### src/rtl/pipe_stall_ctrl.sv
// Hazard/stall sequencer for the 5-stage pipeline: Tuse/Tnew data hazards,
// mult/div busy sequencing, pipeline stall controls and a stall-cycle counter.
//
// state | meaning
// IDLE  | mult/div unit free
// BUSY  | mult/div in progress, md_cnt busy cycles remain
module pipe_stall_ctrl #(
  parameter int MULT_CYC = 5,
  parameter int DIV_CYC  = 10,
  parameter int CNT_W    = 32
) (
  input  logic             CLK,
  input  logic             reset,
  input  logic [4:0]       D_rs,
  input  logic [4:0]       D_rt,
  input  logic             D_use_rs,
  input  logic             D_use_rt,
  input  logic [1:0]       D_Tuse_rs,
  input  logic [1:0]       D_Tuse_rt,
  input  logic             D_is_md,
  input  logic [4:0]       E_A3,
  input  logic             E_RegWrite,
  input  logic [1:0]       E_Tnew,
  input  logic [4:0]       M_A3,
  input  logic             M_RegWrite,
  input  logic [1:0]       M_Tnew,
  input  logic             E_md_start,
  input  logic             E_md_div,
  output logic             PC_en,
  output logic             IFID_en,
  output logic             IDEX_clr,
  output logic             md_busy,
  output logic [3:0]       md_cnt,
  output logic [CNT_W-1:0] stall_cnt
);

  typedef enum logic {IDLE, BUSY} md_state_t;

  localparam logic [3:0] MULT_LD = 4'(MULT_CYC);
  localparam logic [3:0] DIV_LD  = 4'(DIV_CYC);

  md_state_t  state, state_nxt;
  logic [3:0] md_cnt_nxt;
  logic       stall_rs, stall_rt, stall_md, stall;

  always_ff @(posedge CLK or posedge reset) begin
    if (reset) begin
      state  <= IDLE;
      md_cnt <= '0;
    end else begin
      state  <= state_nxt;
      md_cnt <= md_cnt_nxt;
    end
  end

  // A start seen while BUSY is ignored: the stall makes it unreachable.
  always_comb begin
    state_nxt  = state;
    md_cnt_nxt = md_cnt;
    case (state)
      IDLE: begin
        if (E_md_start) begin
          state_nxt  = BUSY;
          md_cnt_nxt = E_md_div ? DIV_LD : MULT_LD;
        end
      end
      BUSY: begin
        if (md_cnt <= 4'd1) begin
          state_nxt  = IDLE;
          md_cnt_nxt = '0;
        end else begin
          md_cnt_nxt = md_cnt - 4'd1;
        end
      end
    endcase
  end

  // Tnew=0 never satisfies Tuse<Tnew, so forwarded results never stall.
  always_comb begin
    md_busy  = (state == BUSY);
    stall_rs = D_use_rs && (D_rs != 5'd0) &&
               ((E_RegWrite && (E_A3 == D_rs) && (D_Tuse_rs < E_Tnew)) ||
                (M_RegWrite && (M_A3 == D_rs) && (D_Tuse_rs < M_Tnew)));
    stall_rt = D_use_rt && (D_rt != 5'd0) &&
               ((E_RegWrite && (E_A3 == D_rt) && (D_Tuse_rt < E_Tnew)) ||
                (M_RegWrite && (M_A3 == D_rt) && (D_Tuse_rt < M_Tnew)));
    stall_md = D_is_md && (E_md_start || md_busy);
    stall    = stall_rs || stall_rt || stall_md;
    PC_en    = !stall;
    IFID_en  = !stall;
    IDEX_clr = stall;
  end

  always_ff @(posedge CLK or posedge reset) begin
    if (reset) begin
      stall_cnt <= '0;
    end else if (stall && (stall_cnt != {CNT_W{1'b1}})) begin
      stall_cnt <= stall_cnt + {{(CNT_W-1){1'b0}}, 1'b1};
    end
  end

endmodule
### config.mk
export PLATFORM = sky130hd
export DESIGN_NAME = pipe_stall_ctrl
export DESIGN_NICKNAME = d
export VERILOG_FILES = /design/src/rtl/pipe_stall_ctrl.sv
export SDC_FILE = /design/constraint.sdc
export NUM_CORES = 1
export LEC_CHECK = 0
export BUFFER_PORTS_ARGS = -buffer_cell sky130_fd_sc_hd__buf_2
export CAP_MARGIN = 10
export CORE_MARGIN = 3
export CORE_UTILIZATION = 46
export CTS_CLUSTER_SIZE = 28
export DETAILED_ROUTE_END_ITERATION = 16
export MAX_ROUTING_LAYER = met4
export PLACE_DENSITY = 0.76
export SYNTH_ARGS = -nofsm -noshare
export SYNTH_HDL_FRONTEND = slang
export SYNTH_SLANG_ARGS = --single-unit
### constraint.sdc
create_clock -name CLK -period 1.8 [get_ports CLK]
set_input_delay 0.18 -clock CLK [delete_from_list [all_inputs] [get_ports CLK]]
set_output_delay 0.18 -clock CLK [all_outputs]
set_load 0.01 [all_outputs]
# After elaboration in Yosys (flattened, before gate mapping)
# Cells that the tools add are included.
classes:
  n_addsub: 2
  order_cmp: 5
  n_eq_ne: 6
  mux: 7
  n_bitwise: 1
  n_reduce_logical: 22
ops:
  columns: ["operator", "count"]
  rows:
  - ["adder 32 x 1 -> 32 bit (second input constant)", 1]
  - ["inequality test 32 bit (second input constant)", 1]
  - ["== test 5 bit", 4]
  - ["logical AND 1 bit", 14]
  - ["two-way mux 4 bit", 3]
  - ["nonzero test 5 bit", 2]
  - ["< comparator 2 bit", 4]
  - ["one-hot mux 4 bit (2 select lines)", 1]
  - ["logical OR 1 bit", 5]
  - ["less-or-equal comparator 4 x 1 -> 1 bit (second input constant)", 1]
  - ["subtractor 4 x 1 -> 4 bit (second input constant)", 1]
  - ["two-way mux 1 bit", 2]
  - ["inequality test 2 bit (second input constant)", 1]
  - ["one-hot mux 1 bit (2 select lines)", 1]
  - ["zero test 1 bit", 1]
  - ["inverter 1 bit", 1]
totals:
  register_bits: 37

# Logic depth before layout (Yosys ltp)
# Gate-level depths: netlist (run 1).
logic_depth:
  ltp_word: 8
  ltp_mapped: 9
  mapped_depth_nobuf: 8

# Worst setup path before layout (run 1)
# OpenSTA, ideal clock, no wires.
synth_timing:
  path_kind: "register to register"
  from: "reg stall_cnt[0]"
  to: "reg stall_cnt[30]"
  setup_time_ns: 0.125
  arrival_time_ns: 1.771
  t_required_ns: 1.675
  setup_slack_ns: -0.096
  stages_incl_launch_ff: 7
  period_less_slack_ns: 1.896
  path_cell_list: "dfrtp_1 -> ha_1 -> nand3_1 -> nor4_4 -> and4_1 -> nand3_1 -> mux2_4"
synth_via:
  elab_chain_len: 2
  word_cells_on_any_way: 3
  classes_between: "add/sub: 1; eq/ne: 1; reduce/logical: 1"
synth_lines:
  columns: ["item", "line_no", "rtl"]
  rows:
  - ["start, declared", "34", "output logic [CNT_W-1:0] stall_cnt"]
  - ["start signal, assigned", "98", "stall_cnt <= stall_cnt + {{(CNT_W-1){1'b0}}, 1'b1};"]
  - ["branches (longest 2 deep; another with adder 32 x 1 -> 32 bit)", null, null]
# Several ways; the timed one is not identified.
# A chain may end at the register's enable or synchronous reset.

# Worst setup path in the final report (run 1)
layout_timing:
  from: "reg stall_cnt[13]"
  to: "reg stall_cnt[26]"
# The elaborated chain is that of the path after synthesis.

==> summary.md, run 1 <==
| Metric | Value |
|---|---|
| Synthesis Warnings | `0` |
| Drt wl/cell | `between 15 and 20 um` |
| Post-synth EDFFs | `0` |
| Synthesis-to-finish area growth | `53.7%` |
| Post-CTS Hold Buffers | `0` |
| Hold Path Class | `input pin to asynchronous set/reset pin` |
| Post-Syn Instances | `245` |
| Share of the synthesized area in the top cell type | `38.9%` |
| Ranking of synthesized cells by area | `dfrtp_1 39%, xnor2_1 11%, xor2_1 7.4%` |
| Worst skew pair latency | `280 ps` |
| Adder-cell share of the synthesized area | `under 10%` |
| Final core utilization | `approximately 75%` |
| FF+latch count, synth | `37` |
| Core area | `approximately 4800 um2` |
| Placed insts | `between 400 and 500` |
| CP max FO | `2` |
| # setup viols final | `3` |
| Outcome | `finished with violations` |
| Min Tclk post-route | `between 1500 and 2000 ps` |
| Leak | `about 1.7 nW` |
| Largest net degree at the start of global routing | `38` |
| Clk_skew | `between 6 and 7 ps` |
| Max-Cap Viols | `0` |
| Starting Density | `about half` |
| Unrepaired setup endpoints after global routing | `true` |
| Diode count | `0` |
| Full die area | `6080 um2` |
| Mapped Nets | `289` |
| Cell Pwr Density | `roughly 820 nW/um2` |
| Max VDD drop | `around 0.83 mV` |
| Layout cells sized above 1 | `47.8%` |
| Syn Area/Cell | `~10 um2` |
| Synth unique cells | `42` |
| Max-slew violations | `0` |
| Cell with the most instances after synthesis | `dfrtp_1` |
| Post-synth ARST share | `between 90% and 100%` |
| Critical Path Source Type | `flip-flop` |
| Failing checks | `negative hold slack, negative setup slack` |
| Final WL | `around 7800 um` |
| Largest family of logic cells by synthesized area | `simple AND/OR/NAND/NOR gates` |
| Critical path endpoint category | `flip-flop` |
| Mux contribution to synthesized area | `1.58%` |
| Fin. Hold Viols | `15` |
| Tot GR Track Use | `22.5%` |
| Final period utilization | `102%` |
| Final Non-Filler Cells | `between 400 and 500` |
| DRC viols | `0` |
| Die height | `77.9 um` |
| Max-slew headroom | `around two thirds` |
| First-pass GRT wire length | `between 10000 and 15000 um` |
| Die width | `a little under 80 um` |
| Num CTS Buffers | `5` |
| Critical path class | `flip-flop to flip-flop` |
| CP arrival | `2030 ps` |
| Clk slew on worst S/H paths | `about 70 ps` |
| H-Tree Depth | `2` |
| Seq/Total Area, Yosys | `between 30% and 40%` |
| TritonRoute pass-1 iters | `7` |
| Cell taking the most area after synthesis | `dfrtp_1` |
| Vias per std cell | `around 5.7` |
| Synth Flop Type | `dfrtp_1` |
| Syn Std Cell Area | `approximately 2400 um2` |
| CTS tree | `done` |
| Worst Max-Slew Pin Slew | `474 ps` |
| Sink Count | `37` |
| Max Clk Rate | `approximately 0.55 GHz` |
| I/O Buffers | `76` |
| GR Overflow Total | `0` |
| Initial antenna violation count | `0` |
| DP HPWL | `about 4700 um` |
| Post-Synth Simple-Gate Area | `29.0%` |
| Setup TNS | `-49.7 ps` |
| Final ANT Viol Nets | `0` |
| PnR worst setup slack | `-29.5 ps` |
| GPL Wtd Cong | `1.04` |
| Worst path required time | `around 2000 ps` |
| Nets | `422` |
| Final hold slack | `-7.75 ps` |
| Detailed-route via count | `approximately 2500` |
| Post-synthesis compound-gate area fraction | `approximately 5.6%` |
| Post-Synth XOR/XNOR Area | `18.0%` |
| Ports | `77` |
| Cell row count | `25` |
| DRT iter0 DRCs | `between 150 and 200` |
| Clock Tree Root | `clkbuf_8` |
| Vias in the first global route | `2321` |
| Clock Path Buffers | `2` |
| Most instantiated cells after synthesis | `37 x dfrtp_1, 29 x xnor2_1, 20 x nand2_1, 20 x xor2_1, 19 x nand4_1` |
## worst paths after layout
path | start | end | slack [ps] | cells past startpoint
max in group asynchronous | reset | stall_cnt[8] | 1470 | 3
min | reset | md_cnt[3] | -8 | 3
min reg2reg | stall_cnt[28] | stall_cnt[28] | 480 | 1
min in group CLK | E_md_div | md_cnt[3] | 160 | 3
max reg2reg | stall_cnt[13] | stall_cnt[26] | -30 | 7
max | stall_cnt[13] | stall_cnt[26] | -30 | 7
## worst max-delay path: stages (launching register included)
cell	delay [ps]
dfrtp_1	380
nand4_1	160
buf_4	180
nor4_4	290
and4_1	290
buf_4	130
nand4_1	100
xnor2_1	210
## layout by cell type, fill, tap and decap left out, types with 4 or more instances in the layout
master    netlist  layout
nor4_4          2       5
and4_1          5       4
xnor2_1        29      29
nand2b_1       10       8
and2_1          6       5
nand3_1        12       9
nand2_1        20      18
buf_2           5      69
a211oi_2        0       4
clkbuf_8        0       6
nand4_1        19      19
dfrtp_1        37      37
buf_6           0      10
ha_1            7       4
and3_1          9       9
inv_1           9       6
buf_4           1      53
o21ai_0         4       4
nor3_1          8       6
xor2_1         20      18
## cell families after synthesis
family	Yosys count
adders and majority gates	7
buffers and inverters	18
AOI/OAI and AO/OA	19
DFF	37
muxes	3
xor gates and xnor gates	49
and+or+nand+nor	112
## power breakdown
group | internal, mW | switching [mW]
logic | 0.576 | 0.605
clock network | 0.452 | 0.290
registers | 0.957 | 0.138
## per-stage QoR
stage	area, um2	power, mW	setup slack, ps
finish	3660	3.02	-29.5
global route	3660	3.19	-106
CTS	3370	2.86	0.445
detailed placement	3140	2.09	-202
global placement	3140	2.06	-134
floorplan	2380	1.62	-95.7
## flip-flops by register name, summed over array words and instances, names as in the netlist
signal     count
md_busy        1
stall_cnt     32
md_cnt         4
## metal layers
layer | up-vias | part of all wire (%) | GRT usage [%]
met3 | 36 | 4.9 | 4.06
met4 | 0 | 3.6 | 6.82
li1 | 1141 | - | -
met5 | - | 0 | -
met2 | 128 | 50 | 37.2
met1 | 1235 | 41 | 28.0
## timing repair
item	4_1_cts	5_1_grt
gates resized for setup	8	53
setup buffers	9	6
pin swaps	15	32
setup endpoints to repair	23	33
## cell type report
| class | count | area (um2) |
|---|---|---|
| Clock buffer | 7 | 86.3 |
| Clock inverter | 1 | 30.0 |
| Fill cell | 323 | 1190 |
| Inverter | 9 | 38.8 |
| Multi-Input combinational cell | 190 | 1590 |
| Sequential cell | 37 | 926 |
| Tap cell | 67 | 83.8 |
| Timing Repair Buffer | 135 | 906 |
Power figures use the tool's default switching activity.
==> run 2: changes to the inputs <==
--- a/config.mk
+++ b/config.mk
@@ -13,6 +13,7 @@
 export DETAILED_ROUTE_END_ITERATION = 16
 export MAX_ROUTING_LAYER = met4
 export PLACE_DENSITY = 0.76
+export RECOVER_POWER = 50
 export SYNTH_ARGS = -nofsm -noshare
 export SYNTH_HDL_FRONTEND = slang
 export SYNTH_SLANG_ARGS = --single-unit
==> summary.md, run 2 (synthesis gave the netlist of run 1 again) <==
| Metric | Value |
|---|---|
| Outcome | `finished with violations` |
| Failing checks | `negative setup slack` |
| Sink Count | `37` |
| Critical path class | `flip-flop to flip-flop` |
| Drt wl/cell | `17.6 um` |
| Tot GR Track Use | `between 20 and 25%` |
| Critical path endpoint category | `flip-flop` |
| Commonest non-fill, non-tap cell in the layout | `buf_2` |
| Max stage delay on crit path | `around 380 ps` |
| Worst-path cell chain | `nand4_1, buf_4, nor4_4, and4_1, buf_4, nand4_1, xnor2_1` |
| Final ANT Viol Nets | `0` |
| Max-slew headroom | `37.9%` |
| Synthesis-to-finish area growth | `53.1%` |
| Vias in the first global route | `between 2000 and 2500` |
| Placed insts | `423` |
| Hold Path Class | `input pin to asynchronous set/reset pin` |
| GPL Wtd Cong | `slightly above 1` |
| Num CTS Buffers | `5` |
| DRT iter0 DRCs | `roughly 170` |
| Layout cells sized above 1 | `around 45%` |
| GR Overflow Total | `0` |
| Min Tclk post-route | `roughly 1800 ps` |
| DRC viols | `0` |
| Ports | `just under 80` |
| Most frequent cells in the layout | `60 x buf_2, 52 x buf_4, 37 x dfrtp_1` |
| Clock Tree Root | `clkbuf_8` |
| Max VDD drop | `0.836 mV` |
| CP arrival | `just over 2000 ps` |
| Die width | `around 78 um` |
| Largest Register | `stall_cnt` |
| Nets | `roughly 420` |
| R2R Path End | `stall_cnt[26]` |
| PnR worst setup slack | `-31.2 ps` |
| Starting Density | `about 49%` |
| Max Clk Rate | `between 0.5 and 0.6 GHz` |
| Most Crowded Layer GR | `met2` |
| Cell row count | `25` |
| CTS tree | `done` |
| Place WS | `-202 ps` |
| Core area | `4850 um2` |
| # setup viols final | `3` |
| DP HPWL | `approximately 4700 um` |
| Unrepaired setup endpoints after global routing | `true` |
| Clk_skew | `approximately 9.2 ps` |
| Critical Path Source Type | `flip-flop` |
| CP max FO | `2` |
| Max reg flops | `32` |
| Final WL | `between 7000 and 8000 um` |
| Detailed-route via count | `between 2000 and 3000` |
| Largest net degree at the start of global routing | `38` |
| Setup TNS | `-49.1 ps` |
| Initial antenna violation count | `0` |
| R2R setup slack | `-30 ps` |
| I/O Buffers | `76` |
| Final core utilization | `around three quarters` |
| First-pass GRT wire length | `10800 um` |
| Vias per std cell | `about 5.6` |
| Grt met1 use | `28.0%` |
| Final Non-Filler Cells | `approximately 450` |
| H-Tree Depth | `2` |
| TritonRoute pass-1 iters | `4` |
| Fin. Hold Viols | `0` |
| Worst skew pair latency | `280 ps` |
| Worst Reg-to-Reg Cells | `7` |
| Worst Max-Slew Pin Slew | `a little over 900 ps` |
| Clock Path Buffers | `2` |
| Diode count | `0` |
| Slowest-stage cell, CP | `dfrtp_1` |
| Max-Cap Viols | `0` |
| GR met2 Demand/Resource | `between 30% and 40%` |
| Clk slew on worst S/H paths | `about 80 ps` |
| Worst path required time | `roughly 2000 ps` |
| Max-slew violations | `0` |
| Full die area | `just over 6000 um2` |
| Die height | `77.9 um` |
| Final period utilization | `102%` |
| Cell Pwr Density | `around 830 nW/um2` |
| Leak | `1.70 nW` |
| Met3 GRT Util | `about 4%` |
| R2R Path Start | `stall_cnt[13]` |
==> run 2: timing repair <==
action,CTS,global route
gates resized for setup,8,53
pin swaps,15,32
setup endpoints to repair,23,33
hold buffers,0,0
buffers inserted,9,6
cloned,0,0
==> run 2: final cells by class <==
cell class	instances	area [um2]
multi-input cells	190	1590
fillers	327	1200
flip-flops and latches	37	926
repair buffers	135	892
clock buffers	7	86.3
well taps	67	83.8
inverters	9	38.8
clock inverters	1	30.0
==> run 2: per-stage QoR <==
stage | total power [mW] | cell area [um2] | hold slack, ps
after detailed placement | 2.09 | 3140 | 312
after CTS | 2.86 | 3370 | 3.62
after floorplan | 1.62 | 2380 | 318
after global placement | 2.06 | 3140 | 307
after global routing | 3.18 | 3640 | 194
final | 3.01 | 3640 | 156
==> run 2: power breakdown <==
| group | internal [mW] | switching, mW |
|---|---|---|
| combinational | 0.567 | 0.607 |
| clock | 0.452 | 0.291 |
| sequential | 0.957 | 0.139 |
==> run 2: how the worst max path moves through the flow <==
stage                  start            end  slack [ps]  cells past startpoint
2_1_floorplan   stall_cnt[0]  stall_cnt[30]        -100                      6
3_3_place_gp    D_Tuse_rs[1]  stall_cnt[24]        -130                      9
3_5_place_dp    D_Tuse_rs[1]  stall_cnt[24]        -200                      9
4_1_cts        stall_cnt[28]   stall_cnt[1]         0.4                      5
5_1_grt         stall_cnt[1]  stall_cnt[26]        -110                      7
6_report       stall_cnt[13]  stall_cnt[26]         -30                      7
==> run 2: routing by layer <==
layer	share of wire (%)	routed length [um]	vias up
met3	5.5	433	28
met1	41	3220	1225
li1	-	-	1141
met4	3.0	235	0
met2	50	3960	110
met5	0	0	-
==> run 2: critical path, delay by kind of cell, from the launching register on <==
| kind | cells | cell delay, ps |
|---|---|---|
| AND/OR/NAND/NOR | 4 | 840 |
| XOR/XNOR | 1 | 210 |
| buffers and inverters | 2 | 310 |
| flip-flops | 1 | 380 |
==> run 3: changes to the inputs <==
--- a/config.mk
+++ b/config.mk
@@ -7,12 +7,12 @@
 export LEC_CHECK = 0
 export BUFFER_PORTS_ARGS = -buffer_cell sky130_fd_sc_hd__buf_2
 export CAP_MARGIN = 10
-export CORE_MARGIN = 3
+export CORE_MARGIN = 1
 export CORE_UTILIZATION = 46
 export CTS_CLUSTER_SIZE = 28
 export DETAILED_ROUTE_END_ITERATION = 16
 export MAX_ROUTING_LAYER = met4
-export PLACE_DENSITY = 0.76
+export PLACE_DENSITY = 0.82
 export RECOVER_POWER = 50
 export SYNTH_ARGS = -nofsm -noshare
 export SYNTH_HDL_FRONTEND = slang
==> summary.md, run 3 (synthesis gave the netlist of run 1 again) <==
| Metric | Value |
|---|---|
| CTS tree | `done` |
| Ports | `just under 80` |
| Final period utilization | `103%` |
| Min Tclk post-route | `1850 ps` |
| Cell Pwr Density | `between 800 and 900 nW/um2` |
| Vias in the first global route | `around 2300` |
| Max VDD drop | `approximately 0.83 mV` |
| Clock Tree Root | `clkbuf_8` |
| Largest Register | `stall_cnt` |
| DP HPWL | `between 4000 and 5000 um` |
| Largest net degree at the start of global routing | `38` |
| Failing checks | `negative setup slack` |
| Tot GR Track Use | `26.5%` |
| Placed insts | `between 400 and 500` |
| PnR worst setup slack | `-53.1 ps` |
| Synthesis-to-finish area growth | `49.5%` |
| Cell row count | `25` |
| Worst-path cell chain | `buf_2, inv_1, ha_4, nand2b_1, nor4_2, a22oi_2, o221ai_2, buf_12, buf_4, buf_4, nand4_1, mux2_1` |
| Layout cells sized above 1 | `between 40% and 50%` |
| Critical Path Most Common Cell | `buf_4` |
| Full die area | `5470 um2` |
| Critical path class | `input pin to flip-flop` |
| Critical Path Source Type | `input pin` |
| Fin. Hold Viols | `0` |
| Worst setup path endpoint | `stall_cnt[24]` |
| Hold Path Class | `input pin to flip-flop` |
| Max-Cap Viols | `0` |
| Clk_skew | `roughly 6.3 ps` |
| Max-slew violations | `0` |
| Critical path endpoint category | `flip-flop` |
| Diode count | `0` |
| H-Tree Depth | `2` |
| Starting Density | `between 40% and 50%` |
| Nets | `418` |
| Commonest non-fill, non-tap cell in the layout | `buf_2` |
| CP startpoint | `E_Tnew[1]` |
| Leak | `about 1.6 nW` |
| Setup TNS | `-116 ps` |
| CP max FO | `5` |
| Detailed-route via count | `roughly 2400` |
| Most frequent cells in the layout | `59 x buf_2, 48 x buf_4, 37 x dfrtp_1` |
| Slowest-stage cell, CP | `mux2_1` |
| DRT iter0 DRCs | `between 150 and 200` |
| TritonRoute pass-1 iters | `4` |
| Clk slew on worst S/H paths | `70 ps` |
| Critical path's top delay family | `buffers and inverters` |
| Max stage delay on crit path | `between 300 and 400 ps` |
| Buffers and inverters on the worst path | `5` |
| CP arrival | `a little over 2000 ps` |
| Unrepaired setup endpoints after global routing | `true` |
| DRC viols | `0` |
| Worst Max-Slew Pin Slew | `about 920 ps` |
| Die height | `~74 um` |
| Drt wl/cell | `15.6 um` |
| R2R Path End | `stall_cnt[30]` |
| Final core utilization | `~73%` |
| GPL Wtd Cong | `0.955` |
| Outcome | `finished with violations` |
| Final hold slack | `148 ps` |
| R2R setup slack | `roughly 10 ps` |
| Max Clk Rate | `0.540 GHz` |
| First-pass GRT wire length | `approximately 11000 um` |
| Core area | `around 4800 um2` |
| I/O Buffers | `76` |
| Clock Path Buffers | `2` |
| Final Non-Filler Cells | `about 440` |
| Finished layout cell area | `roughly 3600 um2` |
| Worst skew pair latency | `300 ps` |
| Vias per std cell | `5.42` |
| Placed inst area | `between 3000 and 4000 um2` |
| Sink Count | `37` |
| Max-slew headroom | `about two fifths` |
| Critical path depth | `12` |
| # setup viols final | `4` |
| Max reg flops | `32` |
| Initial antenna violation count | `0` |
| GR Overflow Total | `0` |
| Worst path required time | `between 1500 and 2000 ps` |
| R2R Path Start | `stall_cnt[5]` |
| Final WL | `6900 um` |
| Worst Reg-to-Reg Cells | `7` |
| Die width | `between 70 and 80 um` |
| Num CTS Buffers | `5` |
| Final ANT Viol Nets | `0` |
run 3: per-layer routing:
metal  wire length (um)  GRT usage [%]
met3                319           5.28
met5                  0              -
met1               3020           33.1
met4                155           10.7
met2               3400           42.1
run 3: power by group:
| group | leakage [nW] | switching [mW] | total [mW] | internal [mW] |
|---|---|---|---|---|
| registers | 0.495 | 0.114 | 1.07 | 0.957 |
| logic | 1.10 | 0.614 | 1.19 | 0.580 |
| clock network | 0.0542 | 0.299 | 0.644 | 0.346 |
run 3: final cells by class:
| class | instances | area, um2 |
|---|---|---|
| clock buffers | 7 | 96.3 |
| well taps | 67 | 83.8 |
| fillers | 332 | 1290 |
| multi-input cells | 190 | 1580 |
| clock inverters | 1 | 5.00 |
| inverters | 9 | 38.8 |
| repair buffers | 131 | 833 |
| flip-flops and latches | 37 | 926 |
run 3: through the flow:
stage / setup WS, ps / total power [mW]
3_5_place_dp: -186 / 2.12
4_1_cts: 11.4 / 2.81
5_1_grt: -140 / 3.09
3_3_place_gp: -159 / 2.07
2_1_floorplan: -95.7 / 1.62
6_report: -53.1 / 2.91
run 3: worst min-delay path by stage:
stage,start,endpoint,slack (ps),depth (start not counted)
floorplan,E_md_start,md_cnt[3],320,2
global placement,reset,stall_cnt[16],310,3
detailed placement,reset,stall_cnt[0],310,3
CTS,E_md_div,md_cnt[3],140,3
global route,E_md_div,md_cnt[3],170,3
finish,E_md_div,md_cnt[3],150,3
run 3: repair_timing:
| item | in CTS | in global routing |
|---|---|---|
| endpoints found under the setup margin | 8 | 20 |
| pin swaps | 8 | 17 |
| resized for setup | 6 | 49 |
| hold endpoints to repair | 28 | 0 |
| hold buffers | 1 | 0 |
| buffers inserted | 6 | 3 |
run 3: worst register-to-register path, delay by kind of cell, from the launching register on:
kind,cells,cell delay (ps)
buffers and inverters,1,120
DFF,1,380
muxes,1,300
and+or+nand+nor,5,880
